===== src/rtl/fft_color_mapper_pkg.sv =====
// Shared definitions for the FFT colour mapper: RGB444/level/offset widths,
// the frame sequencer state encoding and the palette channel scaler.
package fft_color_pkg;
  localparam int CH_W    = 4;
  localparam int COLOR_W = 3 * CH_W;
  localparam int LVL_W   = 4;
  localparam logic [LVL_W-1:0] LVL_MAX = 4'd15;
  localparam int OFF_W   = 4;

  typedef enum logic [2:0] {IDLE, FETCH, DRAIN, SCALE, DONE} state_t;

  // Each channel becomes (pal_ch * lvl) >> 4, so full scale tops out at 14.
  function automatic logic [COLOR_W-1:0] scale_color(input logic [COLOR_W-1:0] pal,
                                                     input logic [LVL_W-1:0]   lvl);
    logic [CH_W+LVL_W-1:0] p;
    logic [COLOR_W-1:0]    c;
    c = '0;
    for (int i = 0; i < 3; i++) begin
      p = {{LVL_W{1'b0}}, pal[i*CH_W +: CH_W]} * {{CH_W{1'b0}}, lvl};
      c[i*CH_W +: CH_W] = p[CH_W+LVL_W-1 -: CH_W];
    end
    return c;
  endfunction
endpackage


===== src/rtl/fft_color_mapper_if.sv =====
// BRAM read bus between the colour mapper (master) and the FFT magnitude
// BRAM (slave).
//   bram_addr : read address from the mapper
//   bram_data : signed sample, valid a fixed latency after its address
interface fft_color_mapper_if #(
  parameter int ADDR_W = 10,
  parameter int DATA_W = 16
);
  logic [ADDR_W-1:0] bram_addr;
  logic [DATA_W-1:0] bram_data;

  modport master (output bram_addr, input bram_data);
  modport slave  (input bram_addr, output bram_data);
endinterface


===== src/rtl/fft_color_mapper_offset_bank.sv =====
// Per-bin saturating 4-bit shift offsets driven by the up/down buttons.
//   adj_sel   : bin being adjusted; values >= NUM_BINS select nothing
//   up/down   : one-cycle pulses; both together cancel
//   offsets   : current offsets, bin 0 in the LSBs
//   adjusting : high the cycle after an offset actually moved
module offset_bank
  import fft_color_pkg::*;
#(
  parameter int NUM_BINS = 7,
  parameter int OFF_INIT = 4,
  parameter int SEL_W    = 3
)(
  input  logic                           clock,
  input  logic                           reset,
  input  logic [SEL_W-1:0]               adj_sel,
  input  logic                           up,
  input  logic                           down,
  output logic [NUM_BINS-1:0][OFF_W-1:0] offsets,
  output logic                           adjusting
);
  logic [NUM_BINS-1:0] changed;

  for (genvar i = 0; i < NUM_BINS; i++) begin : g_off
    logic [OFF_W-1:0] off_q;
    logic sel, inc, dec;
    assign sel        = adj_sel == SEL_W'(i);
    // Saturated moves are suppressed here so they never raise adjusting.
    assign inc        = sel & up & ~down & (off_q != '1);
    assign dec        = sel & down & ~up & (off_q != '0);
    assign changed[i] = inc | dec;
    assign offsets[i] = off_q;

    always_ff @(posedge clock or negedge reset)
      if (!reset)   off_q <= OFF_W'(OFF_INIT);
      else if (inc) off_q <= off_q + 1'b1;
      else if (dec) off_q <= off_q - 1'b1;
  end

  always_ff @(posedge clock or negedge reset)
    if (!reset) adjusting <= 1'b0;
    else        adjusting <= |changed;
endmodule


===== src/rtl/fft_color_mapper.sv =====
// FFT energy to colour mapper. On start, walks NUM_BINS BRAM address ranges,
// sums |sample| per bin, turns each sum into a 4-bit level using a
// button-adjustable shift offset, scales the bin's palette colour by it and
// publishes all bins at once with a one-cycle color_valid.
//   clock/reset        : clock, async active-low reset
//   start              : begin a frame (ignored while busy)
//   bin_start/bin_end  : inclusive address range per bin, bin 0 in LSBs
//   bram               : BRAM read bus (master)
//   adj_sel/up/down    : offset buttons; adjusting/offsets reflect them
//   busy               : frame in progress
//   color/levels       : published RGB444 colours and levels
//   color_valid        : one-cycle pulse when color/levels update
// Optional: define FFT_COLOR_PEAK_HOLD_EN for per-bin peak hold with decay of
// one level per frame.
module fft_color_mapper
  import fft_color_pkg::*;
#(
  parameter int NUM_BINS   = 7,
  parameter int DATA_W     = 16,
  parameter int ADDR_W     = 10,
  parameter int BRAM_LAT   = 2,
  parameter int SHIFT_BASE = 8,
  parameter int OFF_INIT   = 4,
  parameter logic [NUM_BINS*COLOR_W-1:0] PALETTE = 84'hFFF_FF0_F0F_00F_0F0_D08_0FF
)(
  input  logic                             clock,
  input  logic                             reset,
  input  logic                             start,
  input  logic [NUM_BINS-1:0][ADDR_W-1:0]  bin_start,
  input  logic [NUM_BINS-1:0][ADDR_W-1:0]  bin_end,
  fft_color_mapper_if.master               bram,
  input  logic [$clog2(NUM_BINS)-1:0]      adj_sel,
  input  logic                             up,
  input  logic                             down,
  output logic                             adjusting,
  output logic [NUM_BINS-1:0][OFF_W-1:0]   offsets,
  output logic                             busy,
  output logic [NUM_BINS-1:0][COLOR_W-1:0] color,
  output logic [NUM_BINS-1:0][LVL_W-1:0]   levels,
  output logic                             color_valid
);
  localparam int SEL_W = $clog2(NUM_BINS);
  localparam int ACC_W = DATA_W + ADDR_W;
  localparam int CNT_W = $clog2(BRAM_LAT + 1);
  localparam logic [NUM_BINS-1:0][COLOR_W-1:0] PAL = PALETTE;

  state_t state, state_nxt;
  logic [NUM_BINS-1:0][ADDR_W-1:0]  start_lat, end_lat;
  logic [NUM_BINS-1:0][COLOR_W-1:0] color_sh, color_nxt;
  logic [NUM_BINS-1:0][LVL_W-1:0]   lvl_sh, lvl_nxt;
  logic [ADDR_W-1:0] addr;
  logic [SEL_W-1:0]  b;
  logic [CNT_W-1:0]  drain_cnt;
  logic [BRAM_LAT:1] vld_pipe;
  logic [ACC_W-1:0]  acc, shifted;
  logic [DATA_W-1:0] mag;
  logic [LVL_W-1:0]  new_lvl, pub_lvl;
  logic issue, empty, last_addr, last_bin;

  assign bram.bram_addr = addr;
  assign empty     = start_lat[b] > end_lat[b];
  assign last_addr = addr == end_lat[b];
  assign last_bin  = b == SEL_W'(NUM_BINS - 1);

  offset_bank #(.NUM_BINS(NUM_BINS), .OFF_INIT(OFF_INIT), .SEL_W(SEL_W)) u_off (
    .clock(clock), .reset(reset), .adj_sel(adj_sel), .up(up), .down(down),
    .offsets(offsets), .adjusting(adjusting)
  );

  always_ff @(posedge clock or negedge reset)
    if (!reset) state <= IDLE;
    else        state <= state_nxt;

  always_comb begin
    state_nxt = state;
    issue     = 1'b0;
    case (state)
      IDLE:  if (start) state_nxt = FETCH;
      FETCH: begin
        // An empty bin (start > end) spends one cycle here without reading.
        issue = !empty;
        if (empty || last_addr) state_nxt = DRAIN;
      end
      DRAIN: if (drain_cnt == CNT_W'(BRAM_LAT - 1)) state_nxt = SCALE;
      SCALE: state_nxt = last_bin ? DONE : FETCH;
      DONE:  state_nxt = IDLE;
      default: state_nxt = IDLE;
    endcase
  end

  // |sample|, with the most negative code clamped to the largest positive.
  always_comb begin
    if (bram.bram_data == {1'b1, {(DATA_W-1){1'b0}}}) mag = {1'b0, {(DATA_W-1){1'b1}}};
    else if (bram.bram_data[DATA_W-1])                mag = -bram.bram_data;
    else                                              mag = bram.bram_data;
  end

  // Level/colour of the current bin; offset is sampled in its SCALE cycle.
  always_comb begin
    shifted = acc >> (SHIFT_BASE + int'(offsets[b]));
    new_lvl = (shifted > ACC_W'(LVL_MAX)) ? LVL_MAX : shifted[LVL_W-1:0];
    pub_lvl = new_lvl;
`ifdef FFT_COLOR_PEAK_HOLD_EN
    if (levels[b] != '0 && (levels[b] - 1'b1) > new_lvl) pub_lvl = levels[b] - 1'b1;
`endif
    lvl_nxt      = lvl_sh;
    lvl_nxt[b]   = pub_lvl;
    color_nxt    = color_sh;
    color_nxt[b] = scale_color(PAL[b], pub_lvl);
  end

  always_ff @(posedge clock or negedge reset) begin
    if (!reset) begin
      start_lat   <= '0;
      end_lat     <= '0;
      addr        <= '0;
      b           <= '0;
      drain_cnt   <= '0;
      vld_pipe    <= '0;
      acc         <= '0;
      color_sh    <= '0;
      lvl_sh      <= '0;
      color       <= '0;
      levels      <= '0;
      color_valid <= 1'b0;
      busy        <= 1'b0;
    end else begin
      // vld_pipe[k] tags the address issued k cycles ago.
      vld_pipe[1] <= issue;
      for (int k = 2; k <= BRAM_LAT; k++) vld_pipe[k] <= vld_pipe[k-1];
      color_valid <= 1'b0;
      if (vld_pipe[BRAM_LAT]) acc <= acc + ACC_W'(mag);
      case (state)
        IDLE: if (start) begin
          start_lat <= bin_start;
          end_lat   <= bin_end;
          addr      <= bin_start[0];
          b         <= '0;
          acc       <= '0;
          busy      <= 1'b1;
        end
        FETCH: begin
          drain_cnt <= '0;
          if (!empty && !last_addr) addr <= addr + 1'b1;
        end
        DRAIN: drain_cnt <= drain_cnt + 1'b1;
        SCALE: begin
          color_sh <= color_nxt;
          lvl_sh   <= lvl_nxt;
          acc      <= '0;
          // Publishing on the last SCALE edge makes color_valid coincide
          // with DONE and drops busy in the same cycle.
          if (last_bin) begin
            color       <= color_nxt;
            levels      <= lvl_nxt;
            color_valid <= 1'b1;
            busy        <= 1'b0;
          end else begin
            b    <= b + 1'b1;
            addr <= start_lat[b + 1'b1];
          end
        end
        default: ;
      endcase
    end
  end
endmodule


===== src/flat_wrapper.sv =====
// flat-port wrapper written by rule: the top's interface ports become plain ports
module fft_color_mapper_flat import fft_color_pkg::*;
#(
  parameter int NUM_BINS   = 7,
  parameter int DATA_W     = 16,
  parameter int ADDR_W     = 10,
  parameter int BRAM_LAT   = 2,
  parameter int SHIFT_BASE = 8,
  parameter int OFF_INIT   = 4,
  parameter logic [NUM_BINS*COLOR_W-1:0] PALETTE = 84'hFFF_FF0_F0F_00F_0F0_D08_0FF
)
  (clock, reset, start, bin_start, bin_end, adj_sel, up, down, adjusting, offsets, busy, color, levels, color_valid, bram_bram_addr, bram_bram_data);
  fft_color_mapper_if #(.ADDR_W(ADDR_W), .DATA_W(DATA_W)) bram_i ();
  input  logic clock;
  input  logic reset;
  input  logic start;
  input  logic [NUM_BINS-1:0][ADDR_W-1:0] bin_start;
  input  logic [NUM_BINS-1:0][ADDR_W-1:0] bin_end;
  input  logic [$clog2(NUM_BINS)-1:0] adj_sel;
  input  logic up;
  input  logic down;
  output logic adjusting;
  output logic [NUM_BINS-1:0][OFF_W-1:0] offsets;
  output logic busy;
  output logic [NUM_BINS-1:0][COLOR_W-1:0] color;
  output logic [NUM_BINS-1:0][LVL_W-1:0] levels;
  output logic color_valid;
  output wire logic [$bits(bram_i.bram_addr)-1:0] bram_bram_addr;
  input wire logic [$bits(bram_i.bram_data)-1:0] bram_bram_data;
  assign bram_bram_addr = bram_i.bram_addr;
  assign bram_i.bram_data = bram_bram_data;
  fft_color_mapper #(.NUM_BINS(NUM_BINS), .DATA_W(DATA_W), .ADDR_W(ADDR_W), .BRAM_LAT(BRAM_LAT), .SHIFT_BASE(SHIFT_BASE), .OFF_INIT(OFF_INIT), .PALETTE(PALETTE)) u_core (.clock(clock), .reset(reset), .start(start), .bin_start(bin_start), .bin_end(bin_end), .bram(bram_i), .adj_sel(adj_sel), .up(up), .down(down), .adjusting(adjusting), .offsets(offsets), .busy(busy), .color(color), .levels(levels), .color_valid(color_valid));
endmodule

===== config.mk =====
export PLATFORM = sky130hd
export DESIGN_NAME = fft_color_mapper_flat
export DESIGN_NICKNAME = d
export VERILOG_FILES = /design/src/rtl/fft_color_mapper_pkg.sv /design/src/rtl/fft_color_mapper_if.sv /design/src/rtl/fft_color_mapper_offset_bank.sv /design/src/rtl/fft_color_mapper.sv /design/src/flat_wrapper.sv
export SDC_FILE = /design/constraint.sdc
export NUM_CORES = 1
export LEC_CHECK = 0
export ABC_AREA = 1
export CORE_UTILIZATION = 45
export CTS_BUF_LIST = sky130_fd_sc_hd__clkbuf_2
export CTS_CLUSTER_SIZE = 30
export DETAILED_ROUTE_END_ITERATION = 6
export MAX_ROUTING_LAYER = met4
export PLACE_DENSITY_LB_ADDON = 0.15
export SLEW_MARGIN = 10
export SYNTH_ARGS = -nofsm -noshare
export SYNTH_HDL_FRONTEND = slang
export SYNTH_SLANG_ARGS = --single-unit

===== constraint.sdc =====
create_clock -name clock -period 7.8 [get_ports clock]
set_input_delay 1.56 -clock clock [delete_from_list [all_inputs] [get_ports clock]]
set_output_delay 1.56 -clock clock [all_outputs]
set_load 0.03 [all_outputs]

==> results.py, run 1 <==
metrics = {
    "status": {
        "status": "finished, violations left",
        "violations": "design-rule violations",
    },
    "sta": {
        "post-route-period-util_pct": 75.7,
        "fmax_mhz": 169,
        "relSlewSlack_pct": 32.5,
        "setup_tns_ns": 0,
        "finalHoldViolCount": 0,
        "rsz0062_at_grt": "no",
        "worstMarginPinSlew_ns": 1.01,
        "period_needed_ns": 5.90,
        "drv_slew": 0,
        "skew_ns": 0.124,
        "holdWs_ns": 0.382,
        "setup_violations": 0,
    },
    "logic_synthesis": {
        "yosysWarnings": 0,
        "syn-instance-count": 3031,
        "synth_top_area_cell": "dfrtp_1",
        "synth_top_area_share_pct": 45.4,
        "ys_top_cells_by_area": "dfrtp_1 45%, nand2_1 15%, o21ai_0 6.8%, nand3_1 5.6%, ha_1 4.0%",
        "synth-edff-count": 0,
        "async_flop_share_pct": 100,
        "synth_seq_area_share_pct": 46.1,
        "synth_area_per_cell_um2": 7.90,
        "syn_nets": 3284,
        "synth-seq-cells": 441,
        "synth_cell_types": 66,
        "syn_area_mm2": 0.0239,
        "synth_ff_type": "dfrtp_1",
    },
    "drt": {
        "drtIter0Drc": 2108,
        "route.detailed.drc": 1,
        "antenna_left": 0,
        "num_vias": 22200,
        "drt-vias-per-instance": 5.38,
        "wirelength_mm": 74.6,
        "drt_first_pass_iters": 7,
        "wl_per_cell_um": 18.1,
    },
    "clocking": {
        "cts_resized": 0,
        "cts_tree": "built",
        "cts_setup_buffers": 0,
        "insertion_delay_ns": 1.19,
        "clock_sinks": 441,
        "cts_buffer_depth": 3,
        "hold_buffers": 0,
        "clkTransAtPathRegs_ns": 0.11,
        "h-tree-depth": 3,
        "cts_root_buf": "clkbuf_2",
        "cts_buffers": 115,
    },
    "setup_path": {
        "slowest_delay_ns": 0.74,
        "endpoint_kind": "flip-flop",
        "crit_buf_inv": 5,
        "path_max_fanout": 16,
        "critPathArrivalTime_ns": 6.95,
        "cp.depth": 23,
        "critPathTopFamily": "simple AND/OR/NAND/NOR gates",
        "crit_slowest_cell": "dfrtp_1",
        "crit_type": "reg -> reg",
        "cp-start-kind": "flip-flop",
        "crit_chain": "inv_2 > nand2_1 > nor2_4 > inv_1 > nor2_1 > nor4_4 > o311ai_0 > a21oi_4 > inv_1 > nand2_1 > inv_1 > ha_1 > inv_1 > xor2_1 > ha_1 > ha_1 > nand2_1 > a21oi_1 > a211oi_1 > nand3_1 > nand3_1 > nand3_1 > nand2_1",
        "reg2reg_depth": 23,
        "worstPathRequired_ns": 8.84,
    },
    "floorplanning": {
        "num_rows": 84,
        "core-area_mm2": 0.0526,
        "io_pins": 317,
        "fp.dieH_um": 233,
        "initial_utilization_pct": 45.5,
        "dieArea_mm2": 0.0541,
        "die_w_um": 233,
    },
    "global_routing": {
        "antenna_found_initial": 1,
        "first_global_vias": 21600,
        "grt_pass1_wl_mm": 117,
        "overflow": 0,
        "grtUsageTotal_pct": 28.6,
        "grt_max_degree": 120,
    },
    "placement": {
        "io_buffers": 316,
        "routabilityCongestion": 0.946,
        "post-dp-hpwl_mm": 51.2,
    },
    "flow_run": {
        "cap_violations": 0,
    },
    "layout": {
        "synthToLayoutAreaGrowth_pct": 20.0,
        "mostFrequentLayoutCells": "969 x nand2_1, 433 x dfrtp_1, 325 x o21ai_0",
        "filler_cell_count": 5000,
        "final_common_cell": "nand2_1",
        "drive_above_1_share_pct": 9.87,
        "nets": 3602,
    },
    "hold_path": {
        "whs_path_depth": 0,
        "hold_class": "reg -> reg",
    },
}
-- final timing paths --
| check | start | to | slack, ns |
|---|---|---|---|
| min in group asynchronous | reset | u_core.u_off.g_off[6].off_q[1]$_DFFE_PN0P_ | 0.46 |
| worst min-delay path | u_core.vld_pipe[1]$_DFF_PN0_ | u_core.vld_pipe[2]$_DFF_PN0_ | 0.38 |
| worst max-delay path | u_core.b[2]$_DFFE_PN0P_ | u_core.color[3]$_DFFE_PN0P_ | 1.90 |
| worst min register to register | u_core.vld_pipe[1]$_DFF_PN0_ | u_core.vld_pipe[2]$_DFF_PN0_ | 0.38 |
| worst max register to register | u_core.b[2]$_DFFE_PN0P_ | u_core.color[3]$_DFFE_PN0P_ | 1.90 |
| max in group asynchronous | reset | u_core.color[3]$_DFFE_PN0P_ | 5.82 |
-- synth_stat cells (25+ instances only) --
library cell / n
nand3_1: 269
nand2_1: 969
clkbuf_1: 108
nor2_1: 97
dfrtp_1: 434
inv_1: 244
o21ai_0: 326
or2_2: 50
nand4_1: 25
xor2_1: 38
ha_1: 76
a21oi_1: 78
o21ai_1: 36
nor3_1: 26
-- routing by layer --
metal / share of wire [%] / vias to the layer above / GRT usage [%]
met5: 0 / - / -
met1: 44 / 10600 / 38.1
met3: 6.8 / 150 / 4.49
met2: 47 / 820 / 44.7
li1: - / 10700 / -
met4: 2.5 / 0 / 9.21
-- worst register-to-register path, delay by kind of cell, from the launching register on --
kind	cells	cell delay, ns
AO/OA/AOI/OAI	4	1.04
XOR/XNOR	1	0.16
AND/OR/NAND/NOR	10	2.04
buffers and inverters	5	0.95
adder cells (fa/ha/maj)	3	0.93
flip-flops	1	0.74
-- state kept, by name (all words and copies together) (netlist names) --
| signal | count |
|---|---|
| u_core.bram.bram_addr | 10 |
| u_core.color | 84 |
| u_core.start_lat | 70 |
| u_core.vld_pipe | 2 |
| u_core.color_sh | 84 |
| u_core.state | 3 |
| u_core.b | 3 |
| u_core.color_valid | 1 |
| u_core.end_lat | 70 |
| u_core.u_off.adjusting | 1 |
| u_core.acc | 26 |
| u_core.levels | 28 |
| u_core.busy | 1 |
| u_core.lvl_sh | 28 |
| u_core.drain_cnt | 2 |
| u_core.u_off.g_off.off_q | 28 |
-- per-stage QoR --
stage | setup slack (ns) | area [um^2] | std cells | utilization, %
after floorplan | 2.35 | 23900 | 3031 | -
after global placement | 1.29 | 27600 | 3920 | 52.6
after detailed placement | 1.14 | 27600 | 3920 | 52.6
after CTS | 1.89 | 28700 | 4124 | 54.7
after global routing | 1.49 | 28700 | 4126 | 54.7
final | 1.90 | 28700 | 4126 | 54.7
-- final cells by class --
cell class,count,area (um^2),area share (%)
inverters,253,955,3.32
diodes,2,5.00,0.0174
flip-flops and latches,441,11000,38.5
clock buffers,169,846,2.94
well taps,688,861,3.00
multi-input cells,2193,11400,39.6
repair buffers,345,3400,11.8
clock inverters,35,253,0.880
-- kinds of logic (layout without fill, tap and decap cells) --
| kind of cell | after synthesis | count (layout) | synth area share [%] |
|---|---|---|---|
| AOI/OAI and AO/OA | 550 | 550 | 12.9 |
| other | 0 | 2 | 0 |
| DFF | 441 | 441 | 46.1 |
| xor gates and xnor gates | 51 | 51 | 1.93 |
| buffers and inverters | 397 | 802 | 6.57 |
| adders and majority gates | 89 | 89 | 5.06 |
| and+or+nand+nor | 1490 | 1490 | 26.9 |
| muxes | 13 | 13 | 0.549 |
Power of run 1 is not shown: default switching activity piles up to over one toggle a cycle in this logic, so the estimate is an artifact.
==> inputs of run 2 (changes only) <==
==> constraint.sdc (replaced) <==
create_clock -name clock -period 5.3 [get_ports clock]
set_input_delay 1.06 -clock clock [delete_from_list [all_inputs] [get_ports clock]]
set_output_delay 1.06 -clock clock [all_outputs]
set_load 0.03 [all_outputs]
==> results.py, run 2 (synthesized netlist as in run 1, its figures left out) <==
metrics = {
    "setup_path": {
        "crit_type": "reg -> reg",
        "crit_slowest_cell": "dfrtp_2",
        "worstReg2RegEnd": "u_core.color_sh[78]$_DFFE_PN0P_",
        "worstPathRequired_ns": 6.30,
        "path_max_fanout": 13,
        "endpoint_kind": "flip-flop",
        "slowest_delay_ns": 0.50,
        "rr_startpoint": "u_core.b[0]$_DFFE_PN0P_",
        "path_common_cell": "nand2_1",
        "cp-start-kind": "flip-flop",
        "critPathArrivalTime_ns": 5.94,
        "reg2reg_depth": 30,
        "r2r_slack_ns": 0.36,
    },
    "global_routing": {
        "first_global_vias": 21600,
        "grtUsageTotal_pct": 28.7,
        "grt_max_degree": 145,
        "antenna_found_initial": 2,
        "grt_pass1_wl_mm": 118,
        "overflow": 0,
    },
    "layout": {
        "final_common_cell": "nand2_1",
        "final_cell_area_mm2": 0.0290,
        "reg_top3": "u_core.color (84), u_core.color_sh (84)",
        "fin_util_pct": 55.3,
        "drive_above_1_share_pct": 11.0,
        "nets": 3644,
        "mostFrequentLayoutCells": "967 x nand2_1, 428 x dfrtp_1, 325 x o21ai_0",
        "synthToLayoutAreaGrowth_pct": 21.3,
    },
    "clocking": {
        "cts_root_buf": "clkbuf_2",
        "cts_buffer_depth": 3,
        "clock_sinks": 441,
        "cts_buffers": 115,
        "clkTransAtPathRegs_ns": 0.09,
        "h-tree-depth": 3,
        "insertion_delay_ns": 1.17,
        "cts_tree": "built",
    },
    "hold_path": {
        "hold_end": "u_core.vld_pipe[2]$_DFF_PN0_",
        "hp-start": "u_core.vld_pipe[1]$_DFF_PN0_",
        "hold_class": "reg -> reg",
        "whs_path_depth": 0,
    },
    "drt": {
        "drt-vias-per-instance": 5.39,
        "wl_per_cell_um": 18.0,
        "wirelength_mm": 75.2,
        "route.detailed.drc": 0,
        "wl_met3_mm": 4.74,
        "num_vias": 22500,
        "drt-met1-wl_mm": 33.2,
        "antenna_left": 0,
        "met2_length_mm": 35.6,
        "drt_first_pass_iters": 5,
        "highest_layer": "met4",
        "drtIter0Drc": 1923,
    },
    "sta": {
        "post-route-period-util_pct": 93.1,
        "setup_violations": 0,
        "relSlewSlack_pct": 24.1,
        "layout_setup_ws_ns": 0.364,
        "rsz0062_at_grt": "no",
        "finalHoldViolCount": 0,
        "period_needed_ns": 4.94,
        "drv_slew": 0,
        "skew_ns": 0.128,
        "worstMarginPinSlew_ns": 1.13,
        "fmax_mhz": 203,
    },
    "placement": {
        "post-dp-hpwl_mm": 51.7,
        "routabilityCongestion": 0.909,
        "dp_slack_ns": -0.586,
        "place_area_mm2": 0.0279,
        "io_buffers": 316,
    },
    "floorplanning": {
        "die_w_um": 233,
        "fp.dieH_um": 233,
        "num_rows": 84,
        "initial_utilization_pct": 45.5,
        "dieArea_mm2": 0.0541,
        "io_pins": 317,
        "core-area_mm2": 0.0526,
    },
    "status": {
        "status": "complete, no violations",
    },
    "flow_run": {
        "cap_violations": 0,
    },
}
## run 2: area by class of cell
cell class              count  area (um^2)
flip-flops and latches    441        11100
diodes                      2         5.00
multi-input cells        2195        11400
repair buffers            385         3730
well taps                 688          861
clock inverters            40          169
clock buffers             164          821
inverters                 253          958
fillers                  4992        23500
## run 2: repair_timing
item                                    in CTS  in global routing
hold buffers                                 1                  0
endpoints found under the setup margin       0                168
gates resized for setup                      0                 23
setup buffers                                0                  2
hold endpoints to repair                    49                  0
## run 2: how the worst max path moves through the flow
stage / from / end / slack (ns) / cells past startpoint
2_1_floorplan: bram_bram_data[0] / u_core.acc[24]$_DFF_PN0_ / 0.35 / 30
3_3_place_gp: bram_bram_data[1] / u_core.acc[24]$_DFF_PN0_ / -0.38 / 32
3_5_place_dp: bram_bram_data[1] / u_core.acc[24]$_DFF_PN0_ / -0.59 / 32
4_1_cts: u_core.u_off.g_off[1].off_q[0]$_DFFE_PN0P_ / u_core.color_sh[78]$_DFFE_PN0P_ / 0.14 / 30
5_1_grt: u_core.u_off.g_off[2].off_q[0]$_DFFE_PN0P_ / u_core.color_sh[55]$_DFFE_PN0P_ / 0.005 / 32
6_report: u_core.b[0]$_DFFE_PN0P_ / u_core.color_sh[78]$_DFFE_PN0P_ / 0.36 / 30
## run 2: metrics by stage
stage	std cells	setup TNS (ns)	hold WS, ns
final	4168	0	0.356
after global routing	4168	0	0.366
after CTS	4162	0	0.333
after detailed placement	3957	-2.80	0.335
after global placement	3957	-1.15	0.337
after floorplan	3031	0	0.331
## run 2: critical path: cells and delay by family, from the launching register on
family                   cells  cell delay (ns)
AO/OA/AOI/OAI                1             0.13
XOR/XNOR                     1             0.21
adder cells (fa/ha/maj)      3             1.17
buffers and inverters        3             0.43
flip-flops                   1             0.50
AND/OR/NAND/NOR             22             2.43
## run 2: layer usage
| layer | up-vias | GRT usage (%) |
|---|---|---|
| met5 | - | - |
| met4 | 0 | 9.19 |
| met3 | 116 | 4.90 |
| met2 | 768 | 44.8 |
| met1 | 10800 | 37.9 |
| li1 | 10800 | - |
Power of run 2 is left out for the same reason.
